**config.mk**
```make
export PLATFORM = sky130hd
export DESIGN_NAME = score_display
export DESIGN_NICKNAME = d
export VERILOG_FILES = /design/src/rtl/score_display.sv
export SDC_FILE = /design/constraint.sdc
export NUM_CORES = 1
export LEC_CHECK = 0
export CORE_AREA = 2 2 176 178
export DETAILED_ROUTE_END_ITERATION = 10
export DIE_AREA = 0 0 178 180
export PLACE_DENSITY = 0.46
export RECOVER_POWER = 100
export SLEW_MARGIN = 20
export SYNTH_ARGS = -nofsm -noshare
export SYNTH_HDL_FRONTEND = slang
export SYNTH_SLANG_ARGS = --single-unit
```
**constraint.sdc**
```tcl
create_clock -name clock -period 3.15 [get_ports clock]
set_input_delay 0.4725 -clock clock [delete_from_list [all_inputs] [get_ports clock]]
set_output_delay 0.4725 -clock clock [all_outputs]
set_load 0.05 [all_outputs]
```
**src/rtl/score_display.sv**
```systemverilog
// Four-digit multiplexed seven-segment score display: snapshots the score once per
// frame, then scans the digits with an all-off guard interval before each one.
module score_display #(
  parameter int REFRESH_DIV = 50000,
  parameter int BLANK_CYC   = 500
) (
  input  logic        clock,
  input  logic        ctrl_reset,
  input  logic [31:0] ones_d,
  input  logic [31:0] tens_d,
  input  logic [31:0] hundreds_d,
  input  logic [31:0] thousands_d,
  input  logic        blank_lz,
  input  logic        freeze,
  output logic [6:0]  seg,
  output logic [3:0]  an,
  output logic        snap_valid,
  output logic        overflow
);

  localparam int CNT_MAX = (REFRESH_DIV > BLANK_CYC) ? REFRESH_DIV : BLANK_CYC;
  localparam int CNT_W   = (CNT_MAX > 2) ? $clog2(CNT_MAX) : 1;
  localparam logic [CNT_W-1:0] GUARD_LAST = CNT_W'(BLANK_CYC - 1);
  localparam logic [CNT_W-1:0] DRIVE_LAST = CNT_W'(REFRESH_DIV - 1);

  localparam logic [6:0] SEG_OFF  = 7'b1111111;
  localparam logic [6:0] SEG_DASH = 7'b0111111;

  typedef enum logic [1:0] {
    ST_CAPTURE,
    ST_GUARD,
    ST_DRIVE
  } state_t;

  state_t           state_reg, state_next;
  logic [1:0]       idx_reg, idx_next;
  logic [CNT_W-1:0] cnt_reg, cnt_next;
  logic             snap_valid_reg;
  logic             overflow_reg;
  logic             blank_lz_reg;
  logic             capture_en;

  logic [3:0][31:0] din;
  logic [3:0]       in_over;
  logic [3:0]       is_zero;
  logic [3:0]       is_over;
  logic [3:0]       blank_mask;
  logic [3:0][6:0]  seg_dig;

  assign din        = {thousands_d, hundreds_d, tens_d, ones_d};
  assign capture_en = (state_reg == ST_CAPTURE) && !freeze;

  function automatic logic [6:0] digit_seg(input logic [3:0] d);
    logic [6:0] s;
    case (d)
      4'd0:    s = 7'b1000000;
      4'd1:    s = 7'b1111001;
      4'd2:    s = 7'b0100100;
      4'd3:    s = 7'b0110000;
      4'd4:    s = 7'b0011001;
      4'd5:    s = 7'b0010010;
      4'd6:    s = 7'b0000010;
      4'd7:    s = 7'b1111000;
      4'd8:    s = 7'b0000000;
      4'd9:    s = 7'b0010000;
      default: s = SEG_OFF;
    endcase
    return s;
  endfunction

  // One snapshot register and decoder per digit; gi=0 is ones, gi=3 is thousands.
  genvar gi;
  generate
    for (gi = 0; gi < 4; gi++) begin : g_digit
      logic [31:0] snap_reg;

      always_ff @(posedge clock or negedge ctrl_reset) begin
        if (!ctrl_reset) begin
          snap_reg <= '0;
        end else if (capture_en) begin
          snap_reg <= din[gi];
        end
      end

      assign in_over[gi] = din[gi] > 32'd9;
      assign is_zero[gi] = snap_reg == 32'd0;
      assign is_over[gi] = snap_reg > 32'd9;
      assign seg_dig[gi] = blank_mask[gi] ? SEG_OFF :
                           is_over[gi]    ? SEG_DASH :
                                            digit_seg(snap_reg[3:0]);
    end
  endgenerate

  // A digit is blanked only when it and every more significant digit are zero.
  assign blank_mask[3] = blank_lz_reg & is_zero[3];
  assign blank_mask[2] = blank_lz_reg & is_zero[3] & is_zero[2];
  assign blank_mask[1] = blank_lz_reg & is_zero[3] & is_zero[2] & is_zero[1];
  assign blank_mask[0] = 1'b0;

  always_comb begin
    state_next = state_reg;
    idx_next   = idx_reg;
    cnt_next   = cnt_reg;
    case (state_reg)
      ST_CAPTURE: begin
        idx_next   = 2'd0;
        cnt_next   = '0;
        state_next = ST_GUARD;
      end
      ST_GUARD: begin
        if (cnt_reg == GUARD_LAST) begin
          cnt_next   = '0;
          state_next = ST_DRIVE;
        end else begin
          cnt_next = cnt_reg + CNT_W'(1);
        end
      end
      ST_DRIVE: begin
        if (cnt_reg == DRIVE_LAST) begin
          cnt_next = '0;
          if (idx_reg == 2'd3) begin
            state_next = ST_CAPTURE;
          end else begin
            idx_next   = idx_reg + 2'd1;
            state_next = ST_GUARD;
          end
        end else begin
          cnt_next = cnt_reg + CNT_W'(1);
        end
      end
      default: begin
        idx_next   = 2'd0;
        cnt_next   = '0;
        state_next = ST_CAPTURE;
      end
    endcase
  end

  always_ff @(posedge clock or negedge ctrl_reset) begin
    if (!ctrl_reset) begin
      state_reg      <= ST_CAPTURE;
      idx_reg        <= 2'd0;
      cnt_reg        <= '0;
      snap_valid_reg <= 1'b0;
      overflow_reg   <= 1'b0;
      blank_lz_reg   <= 1'b0;
    end else begin
      state_reg      <= state_next;
      idx_reg        <= idx_next;
      cnt_reg        <= cnt_next;
      snap_valid_reg <= capture_en;
      blank_lz_reg   <= blank_lz;
      if (capture_en) begin
        overflow_reg <= |in_over;
      end
    end
  end

  // Outputs depend on registered state only, so reset blanks them without a clock.
  always_comb begin
    seg = SEG_OFF;
    an  = 4'b1111;
    if (state_reg == ST_DRIVE) begin
      an  = ~(4'b0001 << idx_reg);
      seg = seg_dig[idx_reg];
    end
  end

  assign snap_valid = snap_valid_reg;
  assign overflow   = overflow_reg;

endmodule

```
After elaboration in Yosys (flattened, before gate mapping)
Memories as Yosys holds them, arrays and structs flattened.
Cells that the tools add are included.
{"block": "totals", "ff_bits": 151, "romBits": 448, "in_bits": 132, "out_inout_bits": 13, "elab_cells": 69, "memories": 4}
{"memory": "(name not given)", "depth": 16, "width": 7, "read_ports": 1, "rd_ports_with_merged_regs": 0, "write_ports": 0, "line_no": "55", "text": "case (d)"}
{"memory": "(name not given)", "depth": 16, "width": 7, "read_ports": 1, "rd_ports_with_merged_regs": 0, "write_ports": 0, "line_no": "55"}
{"memory": "(name not given)", "depth": 16, "width": 7, "read_ports": 1, "rd_ports_with_merged_regs": 0, "write_ports": 0, "line_no": "55"}
{"memory": "(name not given)", "depth": 16, "width": 7, "read_ports": 1, "rd_ports_with_merged_regs": 0, "write_ports": 0, "line_no": "55"}
{"block": "op_classes", "n_addsub": 2, "n_lt_le_gt_ge": 9, "n_eq_ne": 8, "n_shift": 1, "n_mux": 21, "n_bitwise": 5, "reduce_logical": 9}
{"cell": "$gt 32x4->1 const B", "count": 8}
{"cell": "$logic_not 32->1", "count": 3}
{"cell": "$mux 7", "count": 9}
{"cell": "$mux 16", "count": 2}
{"cell": "$pmux 16 s2", "count": 1}
{"cell": "$add 16x1->16 const B", "count": 1}
{"cell": "$eq 16x16->1 const B", "count": 1}
{"cell": "$eq 16x9->1 const B", "count": 1}
{"cell": "$bmux 7 s2", "count": 1}
{"cell": "$mux 2", "count": 4}
{"cell": "$ne 2x2->1 const B", "count": 3}
{"cell": "$pmux 2 s3", "count": 1}
{"cell": "$eq 2x2->1 const B", "count": 2}
{"cell": "$mux 4", "count": 1}
{"cell": "$not 4->4", "count": 1}
{"cell": "$pmux 2 s2", "count": 1}
{"cell": "$reduce_or 4->1", "count": 1}
{"cell": "$shl 1x2->4 const A", "count": 1}
{"cell": "$and 1x1->1", "count": 3}
{"cell": "$lt 2x3->1 const B", "count": 1}
{"cell": "$reduce_and 3->1", "count": 1}
{"cell": "$add 2x1->2 const B", "count": 1}
{"cell": "$eq 2x1->1 const B", "count": 1}
{"cell": "$logic_not 2->1", "count": 1}
{"cell": "other kinds (5)", "count": 5}

Logic depth before layout (Yosys ltp)
Gate-level depths: netlist (run 1).
{"block": "depth", "depth_word": 8, "mapped_depth": 9}

Worst setup path before layout (run 1)
No wires, ideal clock.
{"block": "synth_timing", "path_kind": "register to output", "startpoint": "reg g_digit[3].snap_reg[1]", "endpoint": "out seg[0]", "arrival_ns": 3.168, "t_required_ns": 2.677, "slack_ns": -0.491, "path_stages_with_launch": 10, "path_cell_list": "dfrtp_1 inv_1 ha_1 nor4bb_1 nand3_1 nor4_1 and4_1 clkbuf_1 nor3_1 o31ai_1"}
{"block": "synth_between", "elab_chain_len": 8, "word_cells_on_any_way": 13}
{"item": "from (decl)", "line_no": "75", "text": "logic [31:0] snap_reg;"}
{"item": "from (signal assigned)", "line_no": "81", "text": "snap_reg <= din[gi];"}
{"item": "parallel branches: the longest is 5 deep, another holds $gt 32x4->1"}
{"item": "$bmux 7 s2 *", "line_no": "165", "text": "seg = seg_dig[idx_reg];"}
{"item": "$mux 7 (implied by the code) *", "line_no": "165"}
{"item": "$mux 7 *", "line_no": "163", "text": "if (state_reg == ST_DRIVE) begin"}
{"item": "to (decl)", "line_no": "15", "text": "output logic [6:0] seg,"}
Mark *: on every way between the ends. The select of a mux whose other input is x is not followed.

Worst setup path after layout (run 1)
{"block": "layout_timing", "startpoint": "reg g_digit[3].snap_reg[13]", "endpoint": "out seg[1]"}
Same word-level chain as after synthesis.

==> key figures, run 1 <==
Outcome
  • Status: finished, violations left
  • Violated checks: capacitance limit, slew limit, setup timing

Worst setup path
  • WS Path Type: flop to output pin
  • CP Depth: 9
  • Crit-path cells: nor4_2 -> nand4_1 -> buf_6 -> or4_4 -> nand4_1 -> buf_4 -> o22ai_2 -> o31ai_4 -> buf_12
  • Most used cell, CP: nand4_1
  • CP max stage delay: 0.52 ns
  • Worst EP arrival: 2.72 ns
  • CP bufs+invs: 3
  • Worst R2R Path Depth: 5
  • CP startpoint kind: flop
  • Crit end category: output pin
  • Crit path max-delay family: simple AND/OR/NAND/NOR gates
  • Required @ worst endpoint: 2.68 ns
  • R2R Setup Slk: 0.26 ns
  • Max FO, Critical Path: 5
  • Slowest cell on crit path: or4_4

Routing
  • Detailed-route wire length per cell: 17.5 um
  • Via-to-Cell Ratio: 4.63
  • Routed wire length: 21800 um
  • DRC: 0
  • DRT iter0 DRCs: 309
  • DR pass1 iterations: 4
  • Routed vias: 5749
  • Routed Antenna Nets: 0

Placed design
  • Dpl cells: 1203
  • IO buf count: 144
  • Dpl cell area: 0.00958 mm2
  • Detail Placement HPWL: 16700 um
  • Routability Congestion: 0.874

Global routing
  • Via count of the first global-routing pass: 6020
  • GRT Total Usage: 0.139
  • Initial antenna violation count: 1
  • Pin count of the biggest net entering global routing: 69
  • First-pass GRT wire length: 33900 um
  • Aggregate global routing overflow: 0

Yosys
  • Register area share after synthesis: 0.508
  • Area leader, netlist: dfrtp_1
  • Netlist cell types: 42
  • EDFF count, synth: 0
  • Top post-synthesis cells by area: dfrtp_1 51%, mux2_2 18%, nor4_1 5.0%, ha_1 4.5%, nor2_1 3.3%
  • Synth Instances: 671
  • Top-count cell post-synth: dfrtp_1
  • Synth warn: 0
  • Post-synth net total: 830
  • Post-Syn Area: 0.00744 mm2
  • Synth top cells by count: 151 x dfrtp_1, 117 x mux2_2, 65 x nor2_1
  • Async SR Flop Fraction: 1.00
  • Syn_area_per_cell: 11.1 um2
  • Synth Flop Type: dfrtp_1
  • Share of the synthesized area in the top cell type: 0.508
  • Flop and latch count out of synthesis: 151

Clocking
  • CTS tree: built
  • Worst-path clk slew: 0.08 ns
  • Clock root buffer: clkbuf_16
  • Worst-Skew Late Latency: 0.44 ns
  • CTS Buf Count: 17
  • H-tree depth: 4
  • Max Root-Sink Buffers: 2
  • Clk sink count: 151

Pwr
  • Combinational share of power: 0.103
  • Sw Pwr: 1.30 mW
  • Reg power frac: 0.447
  • Max VDD drop: 345 uV
  • Pwr dens: 455 mW/mm2
  • Design Power: 4.67 mW
  • Leakage: 4.31 nW
  • Pint: 3.37 mW
  • Switching part of the total: 0.278
  • Clock power frac: 0.450

STA
  • Endpoints failing hold: 0
  • Setup ws final: -0.0397 ns
  • Period utilization: 1.01
  • Clock skew: 0.0155 ns
  • Fin crit period: 3.19 ns
  • RSZ-0062 raised after global routing: true
  • Worst rel slew slack: -0.198
  • Worst Hold Slack: 0.462 ns
  • Fin. max-slew vios: 69
  • Max Freq: 314 MHz
  • Final setup viols: 3
  • Slew at the pin with the worst max-slew slack: 1.80 ns

Die
  • Die W: 178 um
  • DIE HEIGHT: 180 um
  • Die area: 0.0320 mm2
  • Core footprint: 0.0302 mm2
  • Starting Density: 0.246
  • Site row count: 64
  • # IOs: 145

Layout
  • Diode count: 0
  • Ratio of cells with drive above 1 in the final layout: 0.245
  • Final cell count without fillers: 1242
  • Area Overhead vs Synth: 37.8%
  • Post-route design area: 0.0102 mm2
  • Max reg flops: 128
  • Net count, final: 992

Flow run
  • Max cap viols: 1

Worst hold path
  • Worst Hold Class: flop to flop
  • Hold Path Cell Cnt: 1
-- layout by cell type (no fill, tap or decap), drive strengths merged, types with 6 or more instances in the layout --
| cell type | n |
|---|---|
| dfrtp | 151 |
| clkdlybuf4s50 | 129 |
| mux2 | 118 |
| nor2 | 66 |
| nor4 | 59 |
| nand2 | 39 |
| inv | 28 |
| a21oi | 27 |
| ha | 27 |
| clkbuf | 26 |
| buf | 25 |
| o21ai | 23 |
| nand3 | 14 |
| nand4 | 12 |
| nor3 | 12 |
| o22ai | 11 |
| clkinv | 8 |
| xnor2 | 7 |
| dlygate4sd3 | 7 |
| and3 | 6 |
| xor2 | 6 |
| o31ai | 6 |
-- through the flow --
stage / utilization / setup TNS (ns) / worst slack, ns
after detailed placement: 0.317 / 0 / 0.150
after global routing: 0.340 / -0.973 / -0.124
after global placement: 0.317 / 0 / 0.232
after CTS: 0.341 / 0 / 0.00606
after floorplan: - / -0.0646 / -0.0646
final: 0.340 / -0.0791 / -0.0397
-- worst register-to-register path: cells and delay by family (launching register included) --
| family | cells | cell delay, ns |
|---|---|---|
| buf+inv | 2 | 0.89 |
| simple gates | 1 | 0.84 |
| mux | 1 | 0.44 |
| flops | 1 | 0.42 |
| fa+ha+maj | 1 | 0.19 |
-- power groups by stage --
stage          sequential (mW)  combinational, mW  clock (mW)
4_1_cts                   2.08              0.492        2.15
6_report                  2.08              0.481        2.10
3_3_place_gp              2.12              0.479           0
3_5_place_dp              2.12              0.479           0
5_1_grt                   2.10              0.532        2.24
2_1_floorplan             2.10              0.183           0
-- kinds of logic after synthesis --
family                     count (synthesis)  synth area share
AOI/OAI and AO/OA                         78            0.0602
xor gates and xnor gates                  13            0.0153
adders and majority gates                 27            0.0454
buffers and inverters                     48            0.0254
DFF                                      151             0.508
muxes                                    121             0.183
and+or+nand+nor                          233             0.163
-- metal layers --
layer | part of all wire | track usage | vias to the layer above
li1 | - | - | 2766
met1 | 0.45 | 0.182 | 2832
met2 | 0.48 | 0.224 | 133
met3 | 0.061 | 0.0427 | 16
met4 | 0.010 | 0.0298 | 2
met5 | 0.00060 | 0 | -
-- what timing repair did --
item,in CTS,in global routing
gates resized for setup,14,11
pin swaps,8,9
setup endpoints to repair,7,7
setup buffers,6,1
cloned,0,0
hold buffers,0,0
endpoints found under the hold margin,0,0
-- area by class of cell --
| type | instances | area, um2 |
|---|---|---|
| clock inverters | 15 | 178 |
| multi-input cells | 472 | 3620 |
| inverters | 21 | 78.8 |
| fillers | 3025 | 19900 |
| well taps | 396 | 495 |
| repair buffers | 170 | 1680 |
| clock buffers | 17 | 425 |
| flip-flops and latches | 151 | 3780 |
-- worst paths after layout --
| path | start | to |
|---|---|---|
| worst min-delay path | cnt_reg[0] | cnt_reg[0] |
| worst max register to register | state_reg[0] | g_digit[2].snap_reg[25] |
| max in group asynchronous | ctrl_reset | g_digit[1].snap_reg[30] |
| worst max-delay path | g_digit[3].snap_reg[13] | seg[1] |
| min in group asynchronous | ctrl_reset | g_digit[0].snap_reg[12] |
| worst min register to register | cnt_reg[0] | cnt_reg[0] |
No activity file was read; power rests on OpenSTA's default activity.
==> inputs of run 2 (changes only) <==
Settings changed: SLEW_MARGIN 20 to default.
==> results of run 2 <==
No change in the layout: final DEF, timing and power equal those of run 1.
